[src/rtl/port_wrr_sched_pkg.sv]
// Shared definitions for the per-port WRR / strict-priority scheduler:
// FSM state encoding, default sizing and the per-priority credit weights.
package port_wrr_sched_pkg;

    localparam int unsigned NUM_PRIO_DEF = 8;
    localparam int unsigned CRED_W_DEF   = 4;
    localparam int unsigned PRIO_W       = $clog2(NUM_PRIO_DEF);

    typedef enum logic [1:0] {
        ST_IDLE  = 2'd0,
        ST_GRANT = 2'd1,
        ST_XFER  = 2'd2
    } state_e;

    // WEIGHT[p] = p + 1: higher priorities get proportionally more grants per round.
    function automatic int unsigned prio_weight(input int unsigned p);
        return p + 1;
    endfunction

endpackage

[src/rtl/port_wrr_sched_prio_pick.sv]
// Combinational highest-set-bit selector.
//   req_i   : request vector, bit i = candidate i
//   idx_o   : index of the highest set bit (0 when none set)
//   valid_o : at least one bit of req_i is set
module port_wrr_sched_prio_pick #(
    parameter  int unsigned N = 8,
    localparam int unsigned W = (N > 1) ? $clog2(N) : 1
) (
    input  logic [N-1:0] req_i,
    output logic [W-1:0] idx_o,
    output logic         valid_o
);

    // Ascending scan so the last (highest) set bit wins.
    always_comb begin
        idx_o = '0;
        for (int unsigned i = 0; i < N; i++) begin
            if (req_i[i]) begin
                idx_o = W'(i);
            end
        end
    end

    assign valid_o = |req_i;

endmodule

[src/rtl/port_wrr_sched.sv]
// Output-port packet scheduler: picks one priority queue per packet using
// either strict priority or credit-based weighted round-robin, then runs the
// request/transfer handshake with the read path.
//   clk, rst_n  : clock, asynchronous active-low reset
//   wrr_en      : 1 = weighted round-robin, 0 = strict priority (sampled in IDLE)
//   q_nonempty  : per-priority "holds a whole packet" flags
//   ready       : downstream can take a new packet
//   rd_ack      : read path accepted the request
//   pkt_done    : read path emitted eop for the current packet
//   rd_req      : read request (GRANT state)
//   rd_prio     : queue being requested / transferred
//   busy        : GRANT or XFER
module port_wrr_sched
    import port_wrr_sched_pkg::*;
#(
    parameter  int unsigned NUM_PRIO = 8,
    parameter  int unsigned CRED_W   = 4,
    localparam int unsigned PW       = (NUM_PRIO > 1) ? $clog2(NUM_PRIO) : 1
) (
    input  logic                clk,
    input  logic                rst_n,
    input  logic                wrr_en,
    input  logic [NUM_PRIO-1:0] q_nonempty,
    input  logic                ready,
    input  logic                rd_ack,
    input  logic                pkt_done,
    output logic                rd_req,
    output logic [PW-1:0]       rd_prio,
    output logic                busy
);

    state_e                           state_q, state_d;
    logic [PW-1:0]                    rd_prio_q, rd_prio_d;
    logic                             rd_req_q, rd_req_d;
    logic                             busy_q, busy_d;
    logic [NUM_PRIO-1:0][CRED_W-1:0]  credit_q, credit_d;

    logic [NUM_PRIO-1:0] has_credit;
    logic [NUM_PRIO-1:0] pick_req;
    logic [PW-1:0]       pick_idx;
    logic                pick_valid;

    // Per-queue "credit remaining" flags for WRR eligibility.
    always_comb begin
        has_credit = '0;
        for (int unsigned p = 0; p < NUM_PRIO; p++) begin
            has_credit[p] = |credit_q[p];
        end
    end

    // One selector serves both modes; only the eligibility mask differs.
    assign pick_req = wrr_en ? (q_nonempty & has_credit) : q_nonempty;

    port_wrr_sched_prio_pick #(
        .N (NUM_PRIO)
    ) u_pick (
        .req_i   (pick_req),
        .idx_o   (pick_idx),
        .valid_o (pick_valid)
    );

    // Next-state, grant decision and credit update.
    always_comb begin
        state_d   = state_q;
        rd_prio_d = rd_prio_q;
        credit_d  = credit_q;

        case (state_q)
            ST_IDLE: begin
                if (ready) begin
                    if (pick_valid) begin
                        state_d   = ST_GRANT;
                        rd_prio_d = pick_idx;
                        if (wrr_en) begin
                            credit_d[pick_idx] = credit_q[pick_idx] - CRED_W'(1);
                        end
                    end else if (wrr_en && (|q_nonempty)) begin
                        // Every backlogged queue is out of credit: start a new round.
                        for (int unsigned p = 0; p < NUM_PRIO; p++) begin
                            credit_d[p] = CRED_W'(prio_weight(p));
                        end
                    end
                end
            end
            ST_GRANT: begin
                if (rd_ack) begin
                    state_d = ST_XFER;
                end
            end
            ST_XFER: begin
                if (pkt_done) begin
                    state_d = ST_IDLE;
                end
            end
            default: begin
                state_d = ST_IDLE;
            end
        endcase

        rd_req_d = (state_d == ST_GRANT);
        busy_d   = (state_d != ST_IDLE);
    end

    // State, output and credit registers.
    always_ff @(posedge clk or negedge rst_n) begin
        if (!rst_n) begin
            state_q   <= ST_IDLE;
            rd_prio_q <= '0;
            rd_req_q  <= 1'b0;
            busy_q    <= 1'b0;
            for (int unsigned p = 0; p < NUM_PRIO; p++) begin
                credit_q[p] <= CRED_W'(prio_weight(p));
            end
        end else begin
            state_q   <= state_d;
            rd_prio_q <= rd_prio_d;
            rd_req_q  <= rd_req_d;
            busy_q    <= busy_d;
            credit_q  <= credit_d;
        end
    end

    assign rd_req  = rd_req_q;
    assign rd_prio = rd_prio_q;
    assign busy    = busy_q;

endmodule

[config.mk]
export PLATFORM = sky130hd
export DESIGN_NAME = port_wrr_sched
export DESIGN_NICKNAME = d
export VERILOG_FILES = /design/src/rtl/port_wrr_sched_pkg.sv /design/src/rtl/port_wrr_sched_prio_pick.sv /design/src/rtl/port_wrr_sched.sv
export SDC_FILE = /design/constraint.sdc
export NUM_CORES = 1
export LEC_CHECK = 0
export BUFFER_PORTS_ARGS = -buffer_cell sky130_fd_sc_hd__buf_2
export CELL_PAD_IN_SITES_DETAIL_PLACEMENT = 0
export CELL_PAD_IN_SITES_GLOBAL_PLACEMENT = 2
export CORE_MARGIN = 5
export CORE_UTILIZATION = 40
export CTS_BUF_LIST = sky130_fd_sc_hd__clkbuf_16
export DETAILED_ROUTE_END_ITERATION = 12
export GPL_ROUTABILITY_DRIVEN = 0
export PLACE_DENSITY = 0.89
export SLEW_MARGIN = 20
export SYNTH_ARGS = -nofsm -noshare
export SYNTH_HDL_FRONTEND = slang
export SYNTH_SLANG_ARGS = --single-unit
export TNS_END_PERCENT = 50
[constraint.sdc]
create_clock -name clk -period 7.3 [get_ports clk]
set_input_delay 0.365 -clock clk [delete_from_list [all_inputs] [get_ports clk]]
set_output_delay 0.365 -clock clk [all_outputs]
set_load 0.02 [all_outputs]
==> run_results.csv <==
group,metric,value,unit
status,outcome,"complete, no violations",
synth,synthesis.area_per_instance,9.45,um2
grt,grtUsageTotal,19.0,%
placement,dpl_cell_area,0.00227,mm2
timing,slew_violations,0,
timing,rsz_0062_raised_after_global_routing,"false",
die,die_x,82.8,um
critical_path,critPathArrivalTime,4.01,ns
critical_path,criticalPathCategory,"reg -> reg",
critical_path,cp-end-kind,"flip-flop",
clocking,cts_max_path_buffers,2,
layout,num_antenna_cells,0,
grt,grt_pass1_wl,9590,um
layout,fraction_of_layout_cells_with_a_size_suffix_above_1,20.9,%
synth,number_of_distinct_library_cells_after_synthesis,46,
timing,timing.final.setup_violations,0,
die,die_area,0.00685,mm2
timing,finClkSkew,0.00381,ns
clocking,clock_latency,0.28,ns
grt,grt.overflow.total,0,
timing,fin_setup_tns,0,ns
placement,port_buffers,18,
hold_path,hold_path_class,"in -> async",
synth,synth_fp_nets,239,
clocking,cts_hold_repair.buffers,0,
timing,fmax,0.259,GHz
routing,route.detailed.drc,0,
die,initial_utilization,41.2,%
synth,synth_sequential_area_ratio,46.9,%
layout,syn2layout_area_growth,14.9,%
layout,mostFrequentLayoutCells,"o21ai_0, dfrtp_1, nand2_1, nand3_1, buf_2",
flow_run,max_cap_viol_count,0,
clocking,tritoncts.num_buffers,5,
pwr,report.power.total,1.02,mW
timing,max-slew-margin-rel,37.0,%
timing,final.min_clock_period,3.86,ns
timing,hold_viol,0,
die,placement_rows,26,
grt,grt_antenna_before_repair,0,
synth,post_synth_instance_area,0.00212,mm2
timing,worstMarginPinSlew,0.942,ns
die,placeableCoreArea,0.00514,mm2
clocking,clock_tree.root_cell,"clkbuf_16",
critical_path,worst_ep_required_time,7.45,ns
layout,design_area,0.00243,mm2
routing,detailedRoute.firstPassIterationCount,4,
synth,synth-seq-cells,39,
routing,route.final.wire_length,5870,um
clocking,post-cts-setup-buffer-count,0,
critical_path,timing.critical_path.from_type,"flip-flop",
layout,layout_net_count,258,
clocking,cts-htree-levels,2,
clocking,cts.sinks,39,
layout,layout_commonest_cell,"o21ai_0",
grt,largest_net_degree_at_the_start_of_global_routing,40,
pwr,cellPowerDensity,420,mW/mm2
timing,timing.final.crit_share,52.9,%
synth,edff_count_synth,0,
clocking,ctsResizeCount,0,
routing,route.antenna.remaining_nets,0,
routing,starting_drc_count_in_detailed_routing,150,
clocking,cts.reportedPaths.clkPinSlew,0.06,ns
placement,dp.final_hpwl,4210,um
routing,post_drt_via_cell_ratio,6.05,
routing,wire_per_inst,18.7,um
critical_path,crit_fanout,11,
synth,yosys_warnings,0,
synth,synth_flop_type,"dfrtp_1",
routing,detailroute.via_count,1899,
synth,async_reset_ff_share,100,%
pwr,leakagePower,0.997,nW
die,boundaryPins,19,
grt,via_count_of_the_first_global_routing_pass,1840,
pwr,vdd_ir_drop_max,0.148,mV
die,fp.dieH,82.8,um
synth,post_synthesis_instance_total,224,
clocking,cts_tree,"done",
flip-flops by register name (all words and copies together) (netlist names):
register  cells
credit_q     32
rd_prio       3
state_q       2
busy          1
rd_req        1
per-stage QoR:
step / worst slack, ns / hold WS [ns] / instances / utilization [%]
floorplan: 4.30 / 0.0694 / 224 / -
global placement: 3.42 / 0.461 / 306 / 44.1
detailed placement: 3.39 / 0.471 / 306 / 44.1
CTS: 3.46 / 0.231 / 314 / 47.3
global route: 3.07 / 0.286 / 314 / 47.3
finish: 3.44 / 0.197 / 314 / 47.3
cells in the mapped netlist (2+ instances only):
master | instances | area share (%)
dfrtp_1 | 26 | 31
nor4_1 | 5 | 1.5
mux2i_1 | 7 | 3.3
o21ai_0 | 31 | 7.3
or3_2 | 2 | 0.71
nor2_1 | 12 | 2.1
a31oi_1 | 2 | 0.59
nand2b_1 | 4 | 1.2
or4_1 | 3 | 1.1
nand2_1 | 22 | 3.9
o21ai_1 | 2 | 0.47
clkbuf_1 | 5 | 0.89
inv_1 | 6 | 1.1
nor3_1 | 4 | 0.95
o21a_1 | 2 | 0.71
a21boi_0 | 2 | 0.71
nand4_1 | 3 | 0.89
a22oi_1 | 3 | 1.1
o31ai_1 | 7 | 2.5
nand3_1 | 21 | 5.0
o221ai_1 | 3 | 1.2
a21oi_1 | 14 | 3.3
a32oi_1 | 2 | 0.83
dfstp_2 | 13 | 16
and3_2 | 2 | 0.71
cell families after synthesis:
kind of cell             count (synthesis)  synth area share, %
buffers and inverters                   12                 2.31
AND/OR/NAND/NOR                         84                 20.4
adder cells (fa/ha/maj)                  1                0.591
AO/OA/AOI/OAI                           80                 25.7
multiplexers                             7                 3.31
XOR/XNOR                                 1                0.769
flip-flops                              39                 46.9
routing by layer:
metal  part of all wire, %  wire (um)  GRT usage, %
met5                     0          0             0
met4                   3.0        179          7.84
met3                   5.8        342          3.47
met2                    46       2730          30.0
met1                    45       2620          25.7
worst paths after layout:
path                                       endpoint                startpoint  slack, ns  cells after the start
max                        credit_q[30]$_DFFE_PN0P_  credit_q[20]$_DFFE_PN0P_       3.44                     10
min                                rd_req$_DFF_PN0_                     rst_n       0.20                      1
min reg2reg                  rd_prio[0]$_DFFE_PN0P_    rd_prio[0]$_DFFE_PN0P_       0.47                      2
min in group clk               state_q[1]$_DFF_PN0_                    rd_ack       0.35                      3
max in group asynchronous  credit_q[10]$_DFFE_PN0P_                     rst_n       6.56                      1
max reg2reg                credit_q[30]$_DFFE_PN0P_  credit_q[20]$_DFFE_PN0P_       3.44                     10
critical path, cell delays in order, from the launching register on:
cell	delay [ns]
dfrtp_1	0.40
or4b_4	0.55
o21ai_1	0.37
nand2b_1	0.26
a31oi_4	0.38
mux2i_1	0.14
o221ai_1	0.76
inv_1	0.10
ha_1	0.24
xnor2_2	0.39
o21ai_0	0.14
power by group:
group	switching [mW]	leakage (nW)	internal [mW]
Clock	0.0838	0.0812	0.159
Sequential	0.0808	0.475	0.331
Combinational	0.230	0.440	0.136
Total	0.394	0.997	0.626
cell type report:
type                    count  area, um2
inverters                   6       22.5
fillers                   520       2710
repair buffers             18       90.1
clock buffers               5        125
multi-input cells         173       1080
clock inverters             3       38.8
flip-flops and latches     39        992
well taps                  70       87.6
Note: power is estimated with default switching activity, not from simulation.
